===== config.mk =====
export PLATFORM = sky130hd
export DESIGN_NAME = hub75_bcm_driver
export DESIGN_NICKNAME = d
export VERILOG_FILES = /design/src/rtl/hub75_pkg.sv /design/src/rtl/hub75_tick_gen.sv /design/src/rtl/hub75_bcm_driver.sv
export SDC_FILE = /design/constraint.sdc
export NUM_CORES = 1
export LEC_CHECK = 0
export ABC_AREA = 1
export BUFFER_PORTS_ARGS = -buffer_cell sky130_fd_sc_hd__buf_2
export CAP_MARGIN = 40
export CORE_UTILIZATION = 60
export DETAILED_ROUTE_END_ITERATION = 12
export GPL_ROUTABILITY_DRIVEN = 0
export PLACE_DENSITY = 0.83
export SLEW_MARGIN = 10
export SYNTH_ARGS = -nofsm -noshare
export SYNTH_HDL_FRONTEND = slang
export SYNTH_SLANG_ARGS = --single-unit

===== constraint.sdc =====
create_clock -name clk_in -period 3.05 [get_ports clk_in]
set_input_delay 0.61 -clock clk_in [delete_from_list [all_inputs] [get_ports clk_in]]
set_output_delay 0.61 -clock clk_in [all_outputs]
set_load 0.01 [all_outputs]

===== src/rtl/hub75_pkg.sv =====
// Shared types and colour-word helpers for the HUB75 BCM panel driver.
package hub75_pkg;

  typedef enum logic [1:0] {
    BLANK   = 2'd0,
    SHIFT   = 2'd1,
    LATCH   = 2'd2,
    DISPLAY = 2'd3
  } state_t;

  // Widest colour word the helpers accept; narrower words are zero-extended.
  localparam int unsigned MAX_CWD = 48;

  // Bit `sh` of a zero-extended colour word.
  function automatic logic word_bit(input logic [MAX_CWD-1:0] w, input int unsigned sh);
    logic [MAX_CWD-1:0] s;
    s = w >> sh;
    return s[0];
  endfunction

  // Word layout is {R,G,B}, each channel `bits` wide, MSB first.
  function automatic logic r_bit(input logic [MAX_CWD-1:0] w, input int unsigned bits,
                                 input int unsigned plane);
    return word_bit(w, 2 * bits + plane);
  endfunction

  function automatic logic g_bit(input logic [MAX_CWD-1:0] w, input int unsigned bits,
                                 input int unsigned plane);
    return word_bit(w, bits + plane);
  endfunction

  function automatic logic b_bit(input logic [MAX_CWD-1:0] w, input int unsigned bits,
                                 input int unsigned plane);
    return word_bit(w, plane + 0 * bits);
  endfunction

endpackage


===== src/rtl/hub75_tick_gen.sv =====
// Single-cycle tick every CLK_DIV clk_in cycles; first tick CLK_DIV cycles after reset.
module hub75_tick_gen #(
  parameter int unsigned CLK_DIV = 8
) (
  input  logic clk_in,
  input  logic reset,
  output logic tick
);

  localparam int unsigned DW = $clog2(CLK_DIV);

  logic [DW-1:0] cnt_q, cnt_d;
  logic          tick_q, tick_d;

  // Modulo counter; tick is registered one count early so it lands on the wrap.
  always_comb begin
    cnt_d  = (cnt_q == DW'(CLK_DIV - 1)) ? '0 : cnt_q + DW'(1);
    tick_d = (cnt_q == DW'(CLK_DIV - 2));
  end

  // Counter and tick registers.
  always_ff @(posedge clk_in or posedge reset) begin
    if (reset) begin
      cnt_q  <= '0;
      tick_q <= 1'b0;
    end else begin
      cnt_q  <= cnt_d;
      tick_q <= tick_d;
    end
  end

  assign tick = tick_q;

endmodule


===== src/rtl/hub75_bcm_driver.sv =====
// HUB75 scan driver with binary-code modulation and frame-boundary bank swap.
module hub75_bcm_driver
  import hub75_pkg::*;
#(
  parameter  int unsigned COLS        = 64,
  parameter  int unsigned ROWS        = 64,
  parameter  int unsigned BITS        = 3,
  parameter  int unsigned CLK_DIV     = 8,
  parameter  int unsigned BASE_TIME   = 32,
  parameter  int unsigned BLANK_TICKS = 2,
  localparam int unsigned SR          = ROWS / 2,
  localparam int unsigned RW          = (SR > 1) ? $clog2(SR) : 1,
  localparam int unsigned CW          = $clog2(COLS),
  localparam int unsigned CWD         = 3 * BITS
) (
  input  logic           clk_in,
  input  logic           reset,
  output logic           rd_bank,
  output logic [RW-1:0]  rd_row,
  output logic [CW-1:0]  rd_col,
  input  logic [CWD-1:0] rd_top,
  input  logic [CWD-1:0] rd_bot,
  input  logic           swap_req,
  output logic           swap_ack,
  output logic           frame_start,
  output logic [RW-1:0]  row_addr,
  output logic           R1,
  output logic           G1,
  output logic           B1,
  output logic           R2,
  output logic           G2,
  output logic           B2,
  output logic           CLK,
  output logic           LAT,
  output logic           OE
);

  localparam int unsigned PW  = (BITS > 1) ? $clog2(BITS) : 1;
  localparam int unsigned TWD = $clog2(BASE_TIME << (BITS - 1)) + 1;
  localparam int unsigned TWB = $clog2(BLANK_TICKS) + 1;
  localparam int unsigned TW  = (TWD > TWB) ? TWD : TWB;

  logic tick;

  hub75_tick_gen #(.CLK_DIV(CLK_DIV)) u_tick (
    .clk_in (clk_in),
    .reset  (reset),
    .tick   (tick)
  );

  state_t        state_q, state_d;
  logic [RW-1:0] row_q, row_d, row_addr_q, row_addr_d;
  logic [PW-1:0] plane_q, plane_d;
  logic [CW-1:0] col_q, col_d;
  logic [TW-1:0] cnt_q, cnt_d;
  logic          phase_q, phase_d;
  logic          bank_q, bank_d, pend_q, pend_d, ack_q, ack_d, fs_q, fs_d;
  logic          sclk_q, sclk_d, lat_q, lat_d, oe_q, oe_d;
  logic [5:0]    pix_q, pix_d;
  logic [RW-1:0] row_nxt_c;

  // Panel data bits {R1,G1,B1,R2,G2,B2} for one bit plane of both half-panel words.
  function automatic logic [5:0] pix_of(input logic [CWD-1:0] top_w, input logic [CWD-1:0] bot_w,
                                        input int unsigned p);
    return {r_bit(MAX_CWD'(top_w), BITS, p), g_bit(MAX_CWD'(top_w), BITS, p),
            b_bit(MAX_CWD'(top_w), BITS, p), r_bit(MAX_CWD'(bot_w), BITS, p),
            g_bit(MAX_CWD'(bot_w), BITS, p), b_bit(MAX_CWD'(bot_w), BITS, p)};
  endfunction

  assign row_nxt_c = (row_q == RW'(SR - 1)) ? '0 : row_q + RW'(1);

  // Next-state and registered-output decode; outputs describe the tick period being entered.
  always_comb begin
    state_d    = state_q;
    row_d      = row_q;
    row_addr_d = row_addr_q;
    plane_d    = plane_q;
    col_d      = col_q;
    cnt_d      = cnt_q;
    phase_d    = phase_q;
    bank_d     = bank_q;
    pend_d     = pend_q | swap_req;
    ack_d      = 1'b0;
    fs_d       = 1'b0;
    sclk_d     = sclk_q;
    lat_d      = lat_q;
    oe_d       = oe_q;
    pix_d      = pix_q;
    if (tick) begin
      case (state_q)
        BLANK: begin
          if (cnt_q == TW'(BLANK_TICKS - 1)) begin
            state_d = SHIFT;
            cnt_d   = '0;
            phase_d = 1'b0;
            sclk_d  = 1'b0;
            pix_d   = pix_of(rd_top, rd_bot, 32'(plane_q));
            fs_d    = (row_q == '0);
          end else begin
            cnt_d = cnt_q + TW'(1);
          end
        end
        SHIFT: begin
          if (!phase_q) begin
            phase_d = 1'b1;
            sclk_d  = 1'b1;
            col_d   = (col_q == CW'(COLS - 1)) ? '0 : col_q + CW'(1);
          end else if (col_q == '0) begin
            // Column counter has wrapped: every column of this plane is shifted.
            state_d = LATCH;
            phase_d = 1'b0;
            sclk_d  = 1'b0;
            lat_d   = 1'b1;
          end else begin
            phase_d = 1'b0;
            sclk_d  = 1'b0;
            pix_d   = pix_of(rd_top, rd_bot, 32'(plane_q));
          end
        end
        LATCH: begin
          state_d = DISPLAY;
          lat_d   = 1'b0;
          oe_d    = 1'b0;
          cnt_d   = '0;
        end
        DISPLAY: begin
          if (cnt_q == TW'((BASE_TIME << plane_q) - 1)) begin
            oe_d  = 1'b1;
            cnt_d = '0;
            if (plane_q != PW'(BITS - 1)) begin
              state_d = SHIFT;
              plane_d = plane_q + PW'(1);
              phase_d = 1'b0;
              sclk_d  = 1'b0;
              pix_d   = pix_of(rd_top, rd_bot, 32'(plane_q) + 32'd1);
            end else begin
              state_d    = BLANK;
              plane_d    = '0;
              row_d      = row_nxt_c;
              row_addr_d = row_nxt_c;
              if (row_q == RW'(SR - 1) && (pend_q || swap_req)) begin
                bank_d = ~bank_q;
                ack_d  = 1'b1;
                pend_d = 1'b0;
              end
            end
          end else begin
            cnt_d = cnt_q + TW'(1);
          end
        end
        default: state_d = BLANK;
      endcase
    end
  end

  // State, counter and panel output registers.
  always_ff @(posedge clk_in or posedge reset) begin
    if (reset) begin
      state_q    <= BLANK;
      row_q      <= '0;
      row_addr_q <= '0;
      plane_q    <= '0;
      col_q      <= '0;
      cnt_q      <= '0;
      phase_q    <= 1'b0;
      bank_q     <= 1'b0;
      pend_q     <= 1'b0;
      ack_q      <= 1'b0;
      fs_q       <= 1'b0;
      sclk_q     <= 1'b0;
      lat_q      <= 1'b0;
      oe_q       <= 1'b1;
      pix_q      <= '0;
    end else begin
      state_q    <= state_d;
      row_q      <= row_d;
      row_addr_q <= row_addr_d;
      plane_q    <= plane_d;
      col_q      <= col_d;
      cnt_q      <= cnt_d;
      phase_q    <= phase_d;
      bank_q     <= bank_d;
      pend_q     <= pend_d;
      ack_q      <= ack_d;
      fs_q       <= fs_d;
      sclk_q     <= sclk_d;
      lat_q      <= lat_d;
      oe_q       <= oe_d;
      pix_q      <= pix_d;
    end
  end

  assign rd_bank     = bank_q;
  assign rd_row      = row_q;
  assign rd_col      = col_q;
  assign swap_ack    = ack_q;
  assign frame_start = fs_q;
  assign row_addr    = row_addr_q;
  assign {R1, G1, B1, R2, G2, B2} = pix_q;
  assign CLK         = sclk_q;
  assign LAT         = lat_q;
  assign OE          = oe_q;

endmodule


==> results.py <==
metrics = {
    "place": {
        "io_buffers": 48,
        "hpwl_mm": 4.237,
    },
    "worst_setup_path": {
        "critPathMaxFanout": 18,
        "crit_family": "simple AND/OR/NAND/NOR gates",
        "end_kind": "register",
        "worstSetupStartpointType": "register",
        "cp_slowest_stage_delay_ns": 0.60,
        "cp_cell_sequence": "ha_1 > inv_1 > nand2_1 > nand3_1 > nand2_1 > nand2_1 > nand2_1 > nand4_1 > nand2_1",
        "arrival_ns": 2.36,
        "crit_top_cell": "nand2_1",
        "critPathSlowestCell": "ha_1",
        "crit_type": "register to register",
        "critPathBufInv": 1,
        "required_ns": 3.29,
    },
    "synthesis": {
        "synthArstFlopShare_pct": 100.0,
        "netlist_instances": 391,
        "yosys_warnings": 0,
        "avgSynthCellArea_um2": 6.934,
        "synth_top_area_share_pct": 35.99,
        "synth_area_leader_cell": "dfrtp_1",
        "seq_area_frac_synth_pct": 36.96,
        "synth_area_um2": 2711,
        "synth_edf_count": 0,
        "ys.flop_type": "dfrtp_1",
        "ys_ff_latch": 40,
        "synth.distinct_cells": 28,
        "syn-num-nets": 428,
        "synthTopCellsByArea": "dfrtp_1, nand2_1, ha_1, inv_1, nand3_1",
    },
    "timing": {
        "worstMarginPinSlew_ns": 0.6350,
        "relSlewSlack_pct": 57.66,
        "max_freq_mhz": 473.0,
        "maxSlewViolCount": 0,
        "fin_hold_ws_ns": 0.4256,
        "setup_tns_ns": 0,
        "final-hold-violation-count": 0,
        "fin_crit_sh_pct": 69.32,
        "rsz0062_at_grt": "false",
        "min_period_ns": 2.114,
        "finalSetupViolCount": 0,
        "clock_skew_ns": 0.01027,
    },
    "global_routing": {
        "grt_pass1_vias": 2331,
        "track_usage_pct": 25.57,
        "antenna_found_initial": 0,
        "grt_max_degree": 41,
        "overflow": 0,
        "grt_pass1_wl_mm": 9.936,
    },
    "final_layout": {
        "syn2layout_area_growth_pct": 12.88,
        "drive_gt1_share_pct": 16.97,
        "final_nets": 472,
        "diodes": 0,
    },
    "routing": {
        "vias_per_cell": 5.143,
        "drt_wl_total_mm": 5.744,
        "first_pass_iters": 4,
        "vias": 2510,
        "drt-initial-drc-count": 183,
        "wl_per_cell_um": 11.77,
        "drc_errors": 0,
        "ant_nets": 0,
    },
    "clock_tree": {
        "cts_root_buffer": "clkbuf_8",
        "clk_latency_ns": 0.30,
        "htree_levels": 2,
        "cts_buffer_depth": 2,
        "ctsHoldBuffers": 0,
        "cts.clk_slew.worst_paths_ns": 0.09,
        "clock-sinks": 40,
        "cts_buffers": 5,
        "cts_resized": 0,
        "cts_setup_buffers": 0,
        "cts_tree": "built",
    },
    "floorplan": {
        "die_x_um": 69.22,
        "die_h_um": 69.22,
        "ioPinCount": 49,
        "coreArea_um2": 4354,
        "fp.dieArea_um2": 4791,
        "rows": 24,
        "start_util_pct": 62.27,
    },
    "pwr": {
        "p_leak_nw": 1.820,
        "p_per_area_nw_per_um2": 346.0,
        "peakVddDrop_uv": 375.9,
    },
    "worst_hold_path": {
        "hp-class": "primary input to asynchronous set/reset pin",
    },
    "run": {
        "cap_violations": 0,
    },
    "outcome": {
        "status": "finished clean",
    },
}
## final timing paths
check	from	to	slack (ns)	depth (start not counted)
max	state_q[0]$_DFFE_PP0P_	pix_q[1]$_DFFE_PP0P_	0.94	9
min	reset	frame_start$_DFF_PP0_	0.43	3
max reg2reg	state_q[0]$_DFFE_PP0P_	pix_q[1]$_DFFE_PP0P_	0.94	9
min reg2reg	u_tick.cnt_q[0]$_DFF_PP0_	u_tick.cnt_q[0]$_DFF_PP0_	0.46	1
max in group asynchronous	reset	OE$_DFFE_PP1P_	2.26	3
min in group clk_in	u_tick.cnt_q[0]$_DFF_PP0_	u_tick.cnt_q[0]$_DFF_PP0_	0.46	1
## per-layer routing
metal / vias up / GRT usage [%] / part of all wire (%)
met2: 53 / 45.20 / 51
met4: 0 / 7.483 / 1.2
met3: 7 / 5.087 / 4.1
li1: 1293 / - / -
met1: 1157 / 31.51 / 44
met5: - / 0 / 0
## synth_stat cells (2+ instances only)
cell type and n:
nand3b_1 2, inv_1 52, buf_4 5, dfrtp_1 39, a21oi_1 3, buf_2 5
nand2_2 4, o211ai_1 2, ha_1 16, buf_6 2, xor2_1 7, nand4_1 12
xnor2_1 2, o21ai_0 9, nor2_1 32, nand3_2 2, nor2_2 3, inv_2 3
nand2_1 155, nand3_1 28
## report_power, final
part	internal [mW]	switching [mW]
clock	0.268	0.198
sequential	0.534	0.00214
combinational	0.0226	0.0342
## layout by cell type (no fill, tap or decap), types with 3 or more instances in the layout
master	instances
nand2_1	155
inv_1	52
buf_2	48
dfrtp_1	39
nor2_1	32
nand3_1	28
ha_1	16
nand4_1	12
o21ai_0	9
xor2_1	7
clkbuf_8	6
nand2_2	4
nor2_2	3
inv_2	3
a21oi_1	3
## cells by family after synthesis
kind of cell / after synthesis / synth area share [%]
AOI/OAI and AO/OA: 16 / 3.553
xor gates and xnor gates: 9 / 2.907
adders and majority gates: 16 / 7.383
buffers and inverters: 67 / 10.75
DFF: 40 / 36.96
and+or+nand+nor: 243 / 38.44
## through the flow
stage	instances	instance area (um^2)	setup WS (ns)	total power, mW	util, %
6_report	488	3060	0.9357	1.059	70.29
5_1_grt	488	3060	0.7288	1.093	70.29
4_1_cts	488	3060	0.9526	1.066	70.29
3_5_place_dp	480	2939	0.9715	0.6041	67.50
3_3_place_gp	480	2939	1.062	0.6033	67.50
2_1_floorplan	391	2711	1.429	0.5772	-
## cell type report
type | instances | area (um^2)
Fill cell | 389 | 1294
Multi-Input combinational cell | 284 | 1418
Clock buffer | 6 | 82.58
Tap cell | 52 | 65.06
Sequential cell | 40 | 1002
Timing Repair Buffer | 49 | 247.7
Clock inverter | 2 | 38.79
Inverter | 55 | 206.4
## sequential cells by signal (all words and copies together) (netlist names)
| signal | count |
|---|---|
| cnt_q | 8 |
| pix_q | 6 |
| rd_col | 6 |
| row_addr | 5 |
| u_tick.cnt_q | 3 |
| plane_q | 2 |
| state_q | 2 |
| CLK | 1 |
| LAT | 1 |
| OE | 1 |
| frame_start | 1 |
| pend_q | 1 |
| rd_bank | 1 |
| swap_ack | 1 |
| u_tick.tick | 1 |
## worst reg2reg max path: cells and delay by family, from the launching register on
kind	cells	cell delay, ns
buf+inv	1	0.36
flops	1	0.45
fa+ha+maj	1	0.60
simple gates	7	0.65
Power figures use the tool's default switching activity.
